--- config.mk ---
export PLATFORM = sky130hd
export DESIGN_NAME = vote_logger
export DESIGN_NICKNAME = d
export VERILOG_FILES = /design/src/rtl/evm_pkg.sv /design/src/rtl/sat_counter.sv /design/src/rtl/vote_logger.sv
export SDC_FILE = /design/constraint.sdc
export NUM_CORES = 1
export LEC_CHECK = 0
export ABC_AREA = 0
export CAP_MARGIN = 20
export CORE_AREA = 2 2 82 84
export CTS_BUF_LIST = sky130_fd_sc_hd__clkbuf_16
export CTS_CLUSTER_DIAMETER = 30
export DETAILED_ROUTE_END_ITERATION = 8
export DIE_AREA = 0 0 84 86
export HOLD_SLACK_MARGIN = 0.03
export PLACE_DENSITY = 0.53
export SLEW_MARGIN = 20
export SYNTH_ARGS = -nofsm -noshare
export SYNTH_HDL_FRONTEND = slang
export SYNTH_SLANG_ARGS = --single-unit
--- constraint.sdc ---
create_clock -name clock -period 2.8 [get_ports clock]
set_clock_uncertainty 0.15 [all_clocks]
set_input_delay 0.56 -clock clock [delete_from_list [all_inputs] [get_ports clock]]
set_output_delay 0.56 -clock clock [all_outputs]
set_load 0.1 [all_outputs]
--- src/rtl/evm_pkg.sv ---
// Shared constants for the voting machine: FSM/mode encodings and default sizes
// used by both vote_logger and the debouncer bank top.
package evm_pkg;

  localparam logic ST_IDLE     = 1'b0;
  localparam logic ST_ARMED    = 1'b1;

  localparam logic MODE_VOTE   = 1'b0;
  localparam logic MODE_RESULT = 1'b1;

  localparam int DEF_NUM_CAND  = 4;
  localparam int DEF_CNT_W     = 8;

  typedef enum logic {
    IDLE  = ST_IDLE,
    ARMED = ST_ARMED
  } state_t;

endpackage

--- src/rtl/sat_counter.sv ---
// Up-counter that sticks at its all-ones maximum instead of wrapping.
module sat_counter #(
  parameter int W = 8
) (
  input  logic         clock,
  input  logic         reset,
  input  logic         inc,
  output logic [W-1:0] count
);

  always_ff @(posedge clock) begin
    if (reset)
      count <= '0;
    else if (inc && (count != '1))
      count <= count + W'(1);
  end

endmodule

--- src/rtl/vote_logger.sv ---
// Records one vote per presiding-officer arm into per-candidate saturating tallies
// and drives the LED bank; define VOTE_TOTAL_EN to add the total_votes output.
module vote_logger
  import evm_pkg::*;
#(
  parameter int NUM_CAND = DEF_NUM_CAND,
  parameter int CNT_W    = DEF_CNT_W
) (
  input  logic                        clock,
  input  logic                        reset,
  input  logic                        mode,
  input  logic                        arm,
  input  logic [NUM_CAND-1:0]         valid_vote,
  input  logic [$clog2(NUM_CAND)-1:0] sel,
  output logic                        ready,
  output logic                        vote_ack,
  output logic                        collision,
  output logic [CNT_W-1:0]            leds
`ifdef VOTE_TOTAL_EN
  ,
  output logic [CNT_W+$clog2(NUM_CAND)-1:0] total_votes
`endif
);

  localparam int SEL_W = $clog2(NUM_CAND);

  state_t              state;
  state_t              state_next;
  logic [NUM_CAND-1:0] inc;
  logic                ack_next;
  logic                coll_next;
  logic                one_hot;
  logic                multi;
  logic [CNT_W-1:0]    leds_next;
  logic [CNT_W-1:0]    tally [NUM_CAND];

  // Clearing the lowest set bit leaves something only if two or more bits were set.
  assign multi   = |(valid_vote & (valid_vote - NUM_CAND'(1)));
  assign one_hot = (|valid_vote) && !multi;

  assign ready = (state == ARMED);

  for (genvar i = 0; i < NUM_CAND; i++) begin : g_tally
    sat_counter #(.W(CNT_W)) u_cnt (
      .clock (clock),
      .reset (reset),
      .inc   (inc[i]),
      .count (tally[i])
    );
  end

  always_ff @(posedge clock) begin
    if (reset) begin
      state     <= IDLE;
      vote_ack  <= 1'b0;
      collision <= 1'b0;
      leds      <= '0;
    end else begin
      state     <= state_next;
      vote_ack  <= ack_next;
      collision <= coll_next;
      leds      <= leds_next;
    end
  end

  // Switching to result mode always disarms, even if a vote arrives in the same cycle.
  always_comb begin
    state_next = state;
    inc        = '0;
    ack_next   = 1'b0;
    coll_next  = 1'b0;
    case (state)
      IDLE: begin
        if (mode == MODE_VOTE && arm)
          state_next = ARMED;
      end
      ARMED: begin
        if (mode == MODE_RESULT) begin
          state_next = IDLE;
        end else if (one_hot) begin
          inc        = valid_vote;
          ack_next   = 1'b1;
          state_next = IDLE;
        end else if (multi) begin
          coll_next  = 1'b1;
        end
      end
      default: state_next = IDLE;
    endcase
  end

`ifdef VOTE_TOTAL_EN
  logic [CNT_W+SEL_W-1:0] total;
  logic [NUM_CAND-1:0]    sat;

  for (genvar i = 0; i < NUM_CAND; i++) begin : g_sat
    assign sat[i] = &tally[i];
  end

  // A vote is one-hot, so the sum of tallies grows by one unless that tally is pinned.
  always_ff @(posedge clock) begin
    if (reset)
      total <= '0;
    else if (|(inc & ~sat))
      total <= total + (CNT_W+SEL_W)'(1);
  end

  assign total_votes = total;
`endif

  always_comb begin
    leds_next = '0;
    if (mode == MODE_RESULT) begin
      for (int i = 0; i < NUM_CAND; i++) begin
        if (sel == SEL_W'(i))
          leds_next = tally[i];
      end
`ifdef VOTE_TOTAL_EN
      if (int'(sel) == NUM_CAND)
        leds_next = total[CNT_W-1:0];
`endif
    end else begin
      leds_next = {{(CNT_W-1){1'b0}}, (state_next == ARMED)};
    end
  end

endmodule

=== Word level (Yosys, flattened, before mapping) ===
Index checks and enable logic that the tools add are counted.

* Input bits: 10
* Output and inout port bits: 11
* Bits in registers: 43

* Add/subtract/negate cells: 5
* Reductions and logical operators: 13
* Muxes and demuxes: 14
* Eq/ne operators: 7
* Bitwise operators: 3

{| class="wikitable"
|+ Operators by type and width
! kind !! count
|-
| $add 8x1->8 const B || 4
|-
| $mux 8 || 4
|-
| $ne 8x8->1 const B || 4
|-
| $mux 4 || 3
|-
| $reduce_or 4->1 || 3
|-
| $logic_and 1x1->1 || 6
|-
| $mux 1 || 6
|-
| $and 4x4->4 || 1
|-
| $eq 2x2->1 const B || 2
|-
| $sub 4x1->4 const B || 1
|-
| $reduce_or 3->1 || 1
|-
| $eq 2x1->1 const B || 1
|-
| $logic_not 2->1 || 1
|-
| $not 1->1 || 2
|-
| $pmux 1 s2 || 1
|-
| $reduce_or 2->1 || 1
|-
| $logic_not 1->1 || 1
|}

=== Depth between registers and ports, before layout ===
Gate-level depths: netlist of run 1.

* Word-level depth: 9
* Depth in mapped cells: 5
* Mapped depth without buffers: 5

=== Hierarchy ===
Synthesis of run 1 repeated with hierarchy kept, for this count alone.

* Cells, all modules: 237
* Area, all modules: 2339.7 sq um

{| class="wikitable"
|+ Modules (own cells, without submodules)
! module !! times used !! area each (sq um) !! sequential area each (sq um) !! cells an instance
|-
| sat_counter || 4 || 430.4 || 160.2 || 46
|-
| vote_logger || 1 || 618.1 || 220.2 || 53
|}

=== Least setup slack after synthesis of run 1 ===
OpenSTA, ideal clock, no wires.

* Path kind: register to register
* From: register state, in the netlist ready
* To: register g_tally[2].u_cnt.count[5]
* Setup slack: 0.337 ns
* Clock period less this slack: 2.463 ns
* Arrival time: 2.243 ns
* Data required time: 2.580 ns
* Buffers on the path: 0
* Stages on the path, launching flop included: 5
* Path through: dfxtp_1 nor4b_4 o2111ai_2 or4_1 a21oi_1

* Word-level cells in the longest chain between the ends: 2

{| class="wikitable"
|+ RTL lines
! what !! RTL line !! text
|-
| start, declared || vote_logger.sv:27 || <nowiki>state_t state;</nowiki>
|-
| start signal, assigned || vote_logger.sv:59 || <nowiki>state <= state_next;</nowiki>
|-
| $mux 4 || vote_logger.sv:72 || <nowiki>case (state)</nowiki>
|-
| $logic_and 1x1->1 || sat_counter.sv:14 || <nowiki>else if (inc && (count != '1))</nowiki>
|-
| end signal, assigned || sat_counter.sv:15 || <nowiki>count <= count + W'(1);</nowiki>
|-
| end, declared || sat_counter.sv:8 || <nowiki>output logic [W-1:0] count</nowiki>
|}

No other way between the ends.
A chain may end at the register's enable or synchronous reset.

=== Worst setup path in the final report of run 1 ===
* From: input valid_vote[3]
* To: register g_tally[1].u_cnt.count[5]

* Word-level cells in the longest chain between the ends: 9
* Elaborated cells between the ends (all ways): 10
* Classes of those cells: 1 x add/sub; 3 x mux; 1 x bitwise; 5 x reduce/logical

{| class="wikitable"
|+ RTL lines
! what !! RTL line !! text
|-
| start, declared || vote_logger.sv:13 || <nowiki>input logic [NUM_CAND-1:0] valid_vote,</nowiki>
|-
| $sub 4x1->4 || vote_logger.sv:38 || <nowiki>assign multi = |(valid_vote & (valid_vote - NUM_CAND'(1)));</nowiki>
|-
| $and 4x4->4 || vote_logger.sv:38 ||
|-
| $reduce_or 4->1 || vote_logger.sv:38 ||
|-
| $logic_not 1->1 || vote_logger.sv:39 || <nowiki>assign one_hot = (|valid_vote) && !multi;</nowiki>
|-
| $logic_and 1x1->1 * || vote_logger.sv:39 ||
|-
| $mux 4 * || vote_logger.sv:80 || <nowiki>end else if (one_hot) begin</nowiki>
|-
| $mux 4 * || vote_logger.sv:78 || <nowiki>if (mode == MODE_RESULT) begin</nowiki>
|-
| $mux 4 * || vote_logger.sv:72 ||
|-
| $logic_and 1x1->1 * || sat_counter.sv:14 ||
|-
| end signal, assigned || sat_counter.sv:15 ||
|-
| end, declared || sat_counter.sv:8 ||
|}

Mark *: on every way between the ends. The rest lies on a longest branch, timed or not.

==> results of run 1 <==
-- through the flow --
step	instances	power, mW	cell area [um2]	hold WS (ns)	worst slack, ns
2_1_floorplan	220	0.6767	2165	0.3115	0.3370
3_3_place_gp	316	0.7115	2455	0.3349	0.1597
3_5_place_dp	316	0.7118	2455	0.3456	0.1131
4_1_cts	324	1.374	2624	0.3550	0.4097
5_1_grt	324	1.407	2624	0.3993	0.2511
6_report	324	1.358	2624	0.3494	0.3975
-- cells in the final DEF, fill, tap and decap left out, types with 4 or more instances in the layout --
master / synthesis / routed
dfxtp_1: 43 / 43
nor2_1: 21 / 21
buf_4: 0 / 18
nand3_1: 14 / 14
nand2_1: 13 / 13
a21oi_1: 11 / 11
and3_1: 10 / 10
xor2_1: 9 / 9
clkdlybuf4s50_1: 0 / 9
mux4_2: 8 / 8
o21ai_0: 7 / 7
nand4_1: 6 / 6
o41ai_1: 5 / 5
or3_1: 5 / 5
clkbuf_16: 0 / 5
o31ai_1: 4 / 4
or4_1: 4 / 4
a211oi_1: 4 / 4
nor3_1: 4 / 4
mux2i_1: 4 / 4
o211ai_1: 4 / 4
ha_1: 4 / 4
-- state kept, by name, indices dropped and copies added (netlist names) --
name / count
collision: 1
g_tally.u_cnt.count: 32
leds: 8
ready: 1
vote_ack: 1
-- cell families after synthesis --
logic type | share of synthesized area [%]
AO/OA/AOI/OAI | 16.94
XOR/XNOR | 4.047
adder cells (fa/ha/maj) | 2.775
buffers and inverters | 1.965
flip-flops | 39.77
multiplexers | 10.17
AND/OR/NAND/NOR | 24.34
-- power breakdown --
part | total, mW | switching, mW | internal (mW)
registers | 0.616 | 0.00186 | 0.614
logic | 0.0821 | 0.0513 | 0.0308
clock network | 0.660 | 0.240 | 0.420
total | 1.36 | 0.293 | 1.06
-- layout make-up --
class,instances,area (um2)
Inverter,3,11.26
Tap cell,77,96.34
Clock inverter,3,43.79
Sequential cell,43,860.8
Fill cell,603,3654
Timing Repair Buffer,27,225.2
Multi-Input combinational cell,166,1261
Clock buffer,5,125.1
-- worst min-delay path by stage --
| stage | endpoint | slack [ns] | depth (start not counted) |
|---|---|---|---|
| CTS | g_tally[3].u_cnt.count[6] | 0.36 | 2 |
| global placement | g_tally[3].u_cnt.count[6] | 0.33 | 2 |
| finish | g_tally[3].u_cnt.count[6] | 0.35 | 2 |
| floorplan | g_tally[1].u_cnt.count[6] | 0.31 | 2 |
| global route | g_tally[0].u_cnt.count[4] | 0.40 | 2 |
| detailed placement | g_tally[3].u_cnt.count[6] | 0.35 | 2 |
-- synthesized netlist by cell type, types with 5 or more instances --
| cell type | number |
|---|---|
| a21oi_1 | 11 |
| and3_1 | 10 |
| clkbuf_1 | 7 |
| dfxtp_1 | 43 |
| mux4_2 | 8 |
| nand2_1 | 13 |
| nand3_1 | 14 |
| nand4_1 | 6 |
| nor2_1 | 21 |
| o21ai_0 | 7 |
| o41ai_1 | 5 |
| or3_1 | 5 |
| xor2_1 | 9 |
-- per-layer routing --
metal	vias to the layer above	wire, um	global-route usage, %
met2	31	2366	24.51
met5	-	0	0
met1	844	2473	19.41
li1	905	-	-
met3	6	179	3.561
met4	0	72	5.279
-- worst reg2reg max path: cells and delay by family, from the launching register on --
family	cells	cell delay, ns
compound gates	2	0.50
simple gates	2	0.43
flops	1	0.44
buf+inv	1	0.21
==> results_dict.tcl, run 1 <==
set metrics [dict create \
    dieArea_um2 7224 \
    wirelength_um 5091 \
    worstSetupPathType "primary input to flop" \
    overflow 0 \
    htreeDepth 2 \
    worst-r2r-setup-slack_ns 0.95 \
    worstRegToRegCells 5 \
    antenna_found_initial 0 \
    wire_per_inst_um 15.71 \
    clk_latency_ns 0.28 \
    grt_pass1_wl_um 8507 \
    grt_max_degree 35 \
    n_antenna_cell 0 \
    crit_chain "clkdlybuf4s50_1 > nor4b_4 > nand3_1 > o311ai_0 > o41ai_1" \
    drtIter0Drc 95 \
    ys_warn_count 0 \
    clk_path_buf_depth 2 \
    synth.avg_cell_area_um2 9.839 \
    endpoint "g_tally[1].u_cnt.count[5]" \
    root_buffer "clkbuf_16" \
    grt_pass1_vias 1664 \
    cp-start-kind "primary input" \
    outcome "complete, no violations" \
    clock_sinks 43 \
    fp-row-count 29 \
    crit_start "valid_vote[3]" \
    end_kind "flop" \
    syn_area_um2 2165 \
    worst-path-buf-inv 1 \
    final.period_utilization_pct 85.80 \
    rsz0062_at_grt "no" \
    cts_buffers 5 \
    area_growth_pct 21.21 \
    synth.largest_area_cell "dfxtp_1" \
    final_nets 260 \
    maxCapViolCount 0 \
    holdBufCountCts 0 \
    worstPathArrival_ns 2.41 \
    path_max_fanout 7 \
    synth_seq_cells 43 \
    setup_tns_ns 0 \
    drcViolationCount 0 \
    first_pass_iters 4 \
    die_h_um 86 \
    grt.total_usage_pct 14.97 \
    ys.flop_type "dfxtp_1" \
    worstPathRequired_ns 2.81 \
    hold_class "flop to flop" \
    p_leak_nw 0.9427 \
    hpwl_um 3735 \
    worst_pin_slew_ns 0.5085 \
    rr_startpoint "ready" \
    cts_tree "built" \
    clk_pin_slew_ns 0.06 \
    synth_edf_count 0 \
    cp.depth 5 \
    r2r_end "g_tally[3].u_cnt.count[7]" \
    layout-drive-gt1-share_pct 17.41 \
    hold_violations 0 \
    ant_nets 0 \
    synth.top_cell.area_share_pct 39.77 \
    boundaryPins 21 \
    start_util_pct 34.48 \
    fin_crit_ns 2.402 \
    fp.coreArea_um2 6277 \
    maxSlewViolCount 0 \
    fp.dieW_um 84 \
    place_congestion 0.7919 \
    crit_slowest_cell "clkdlybuf4s50_1" \
    post_cts_resized 0 \
    final_util_pct 41.80 \
    route.vias.total 1786 \
    ir_drop_mv 0.2800 \
    slowest_delay_ns 0.60 \
    synth.area.top_cells "dfxtp_1 40%, mux4_2 8.3%, nor2_1 3.6%" \
    crit_family "simple AND/OR/NAND/NOR gates" \
    timing.slew.headroom_pct 65.99 \
    viasPerCell 5.512 \
    ys_async_sr_fraction_pct 0 \
    synth_cells 220 \
    cts_setup_buffers 0 \
    hold_start "g_tally[3].u_cnt.count[6]" \
    portBuffers 20 \
    setup_viol 0 \
    power_density_nw_per_um2 517.4 \
    synth_nets 234 \
    ys_types 41 \
    yosysSeqAreaShare_pct 39.77 \
    max_freq_mhz 416.2 \
]
(Power assumes the default switching activity.)
==> run 2: changes to the inputs <==
--- a/config.mk
+++ b/config.mk
@@ -5,7 +5,6 @@
 export SDC_FILE = /design/constraint.sdc
 export NUM_CORES = 1
 export LEC_CHECK = 0
-export ABC_AREA = 0
 export CAP_MARGIN = 20
 export CORE_AREA = 2 2 82 84
 export CTS_BUF_LIST = sky130_fd_sc_hd__clkbuf_16
@@ -13,8 +12,10 @@
 export DETAILED_ROUTE_END_ITERATION = 8
 export DIE_AREA = 0 0 84 86
 export HOLD_SLACK_MARGIN = 0.03
+export MAX_ROUTING_LAYER = met4
 export PLACE_DENSITY = 0.53
 export SLEW_MARGIN = 20
 export SYNTH_ARGS = -nofsm -noshare
 export SYNTH_HDL_FRONTEND = slang
 export SYNTH_SLANG_ARGS = --single-unit
+export TNS_END_PERCENT = 20
==> run 2 against run 1 <==
  * Die area is the same
  * Design area unchanged
  * Sequential power hardly changed
  * Via count decreased by 0.50%
  * Highest routed layer unchanged
==> results_dict.tcl, run 2 (same netlist as run 1, synthesis figures left out) <==
set metrics [dict create \
    outcome "complete, no violations" \
    grt_max_degree 35 \
    area_growth_pct 21.21 \
    holdBufCountCts 0 \
    end_kind "flop" \
    cts_setup_buffers 0 \
    ir_drop_mv 0.2800 \
    final_common_cell "dfxtp_1" \
    route.vias.total 1777 \
    grt_pass1_wl_um 8507 \
    grt_pass1_vias 1664 \
    portBuffers 20 \
    antenna_found_initial 0 \
    fin_crit_ns 2.401 \
    fp.coreArea_um2 6277 \
    maxSlewViolCount 0 \
    cts_tree "built" \
    boundaryPins 21 \
    worst_pin_slew_ns 0.5118 \
    ant_nets 0 \
    fp-row-count 29 \
    post_cts_resized 0 \
    wire_per_inst_um 15.70 \
    drcViolationCount 0 \
    pre_cts_slack_ns 0.1131 \
    power_frac_comb_pct 6.0 \
    hpwl_um 3735 \
    htreeDepth 2 \
    wirelength_um 5086 \
    swShare_pct 21.54 \
    cts_buffers 5 \
    final.period_utilization_pct 85.76 \
    worstSetupPathType "primary input to flop" \
    worstHoldPathCells 2 \
    timing.slew.headroom_pct 65.78 \
    n_antenna_cell 0 \
    p_clk_share_pct 48.6 \
    intPower_mw 1.065 \
    rr_startpoint "ready" \
    overflow 0 \
    setup_viol 0 \
    worstRegToRegCells 5 \
    dieArea_um2 7224 \
    p_leak_nw 0.9427 \
    drtIter0Drc 95 \
    path_max_fanout 7 \
    worst-r2r-setup-slack_ns 0.95 \
    root_buffer "clkbuf_16" \
    cp-start-kind "primary input" \
    die_h_um 86 \
    clk_path_buf_depth 2 \
    start_util_pct 34.48 \
    mostFrequentLayoutCells "43 x dfxtp_1, 21 x nor2_1, 18 x buf_4" \
    rsz0062_at_grt "no" \
    largest_register_ffs 32 \
    fp.dieW_um 84 \
    viasPerCell 5.485 \
    final_nets 260 \
    hold_start "g_tally[3].u_cnt.count[6]" \
    grt.total_usage_pct 15.42 \
    maxCapViolCount 0 \
    hold_class "flop to flop" \
    first_pass_iters 4 \
    seqPwrFrac_pct 45.4 \
    worstPathRequired_ns 2.81 \
    p_sw_mw 0.2923 \
    setup_ws_ns 0.3988 \
    worstPathArrival_ns 2.41 \
    place_congestion 0.8032 \
    top_register "g_tally.u_cnt.count" \
    max_freq_mhz 416.5 \
    clk_latency_ns 0.28 \
    r2r_end "g_tally[3].u_cnt.count[7]" \
    min_to "g_tally[3].u_cnt.count[6]" \
    hold_violations 0 \
    setup_tns_ns 0 \
    power_density_nw_per_um2 517.3 \
    clock_sinks 43 \
    layout-drive-gt1-share_pct 17.41 \
    clk_pin_slew_ns 0.06 \
    top_regs "g_tally.u_cnt.count x32, leds x8" \
]
==> run 2: cell counts in the layout (fill, tap and decap cells not counted) <==
No cell type changed its count.
==> run 2: area by class of cell <==
class	count	area, um2
fill	603	3654
multi-input combinational	166	1261
sequential	43	860.8
timing repair buffer	27	225.2
clock buffer	5	125.1
tap	77	96.34
clock inverter	3	43.79
inverter	3	11.26
==> run 2: per-layer routing <==
metal,up-vias,track usage (%),part of all wire [%]
met5,-,-,0
met1,835,19.41,49
met2,31,24.51,46
met4,0,5.279,1.4
met3,6,3.561,3.3
li1,905,-,-
==> run 2: through the flow <==
stage          instance area (um2)  std cells  power (mW)  hold WS [ns]  util, %
6_report                      2624        324       1.357        0.3533    41.80
3_5_place_dp                  2455        316      0.7118        0.3456    39.11
4_1_cts                       2624        324       1.374        0.3550    41.80
2_1_floorplan                 2165        220      0.6767        0.3115        -
3_3_place_gp                  2455        316      0.7115        0.3349    39.11
5_1_grt                       2624        324       1.407        0.3993    41.80
==> run 2: worst max-delay path by stage <==
| stage | from | end | slack [ns] | depth (start not counted) |
|---|---|---|---|---|
| final | valid_vote[3] | g_tally[1].u_cnt.count[5] | 0.40 | 5 |
| after global routing | valid_vote[3] | g_tally[1].u_cnt.count[5] | 0.25 | 5 |
| after CTS | valid_vote[3] | g_tally[1].u_cnt.count[5] | 0.41 | 5 |
| after detailed placement | valid_vote[3] | g_tally[1].u_cnt.count[5] | 0.11 | 5 |
| after global placement | valid_vote[3] | g_tally[0].u_cnt.count[7] | 0.16 | 5 |
| after floorplan | ready | g_tally[2].u_cnt.count[5] | 0.34 | 4 |
==> run 2: power by group through the flow <==
stage	registers, mW	logic, mW	clock network, mW
4_1_cts	0.615	0.0828	0.676
2_1_floorplan	0.642	0.0351	0
5_1_grt	0.615	0.0876	0.704
3_3_place_gp	0.629	0.0822	0
3_5_place_dp	0.629	0.0825	0
6_report	0.616	0.0821	0.660
==> run 2: worst max-delay path: stages <==
cell,delay (ns)
clkdlybuf4s50_1,0.60
nor4b_4,0.51
nand3_1,0.25
o311ai_0,0.37
o41ai_1,0.12
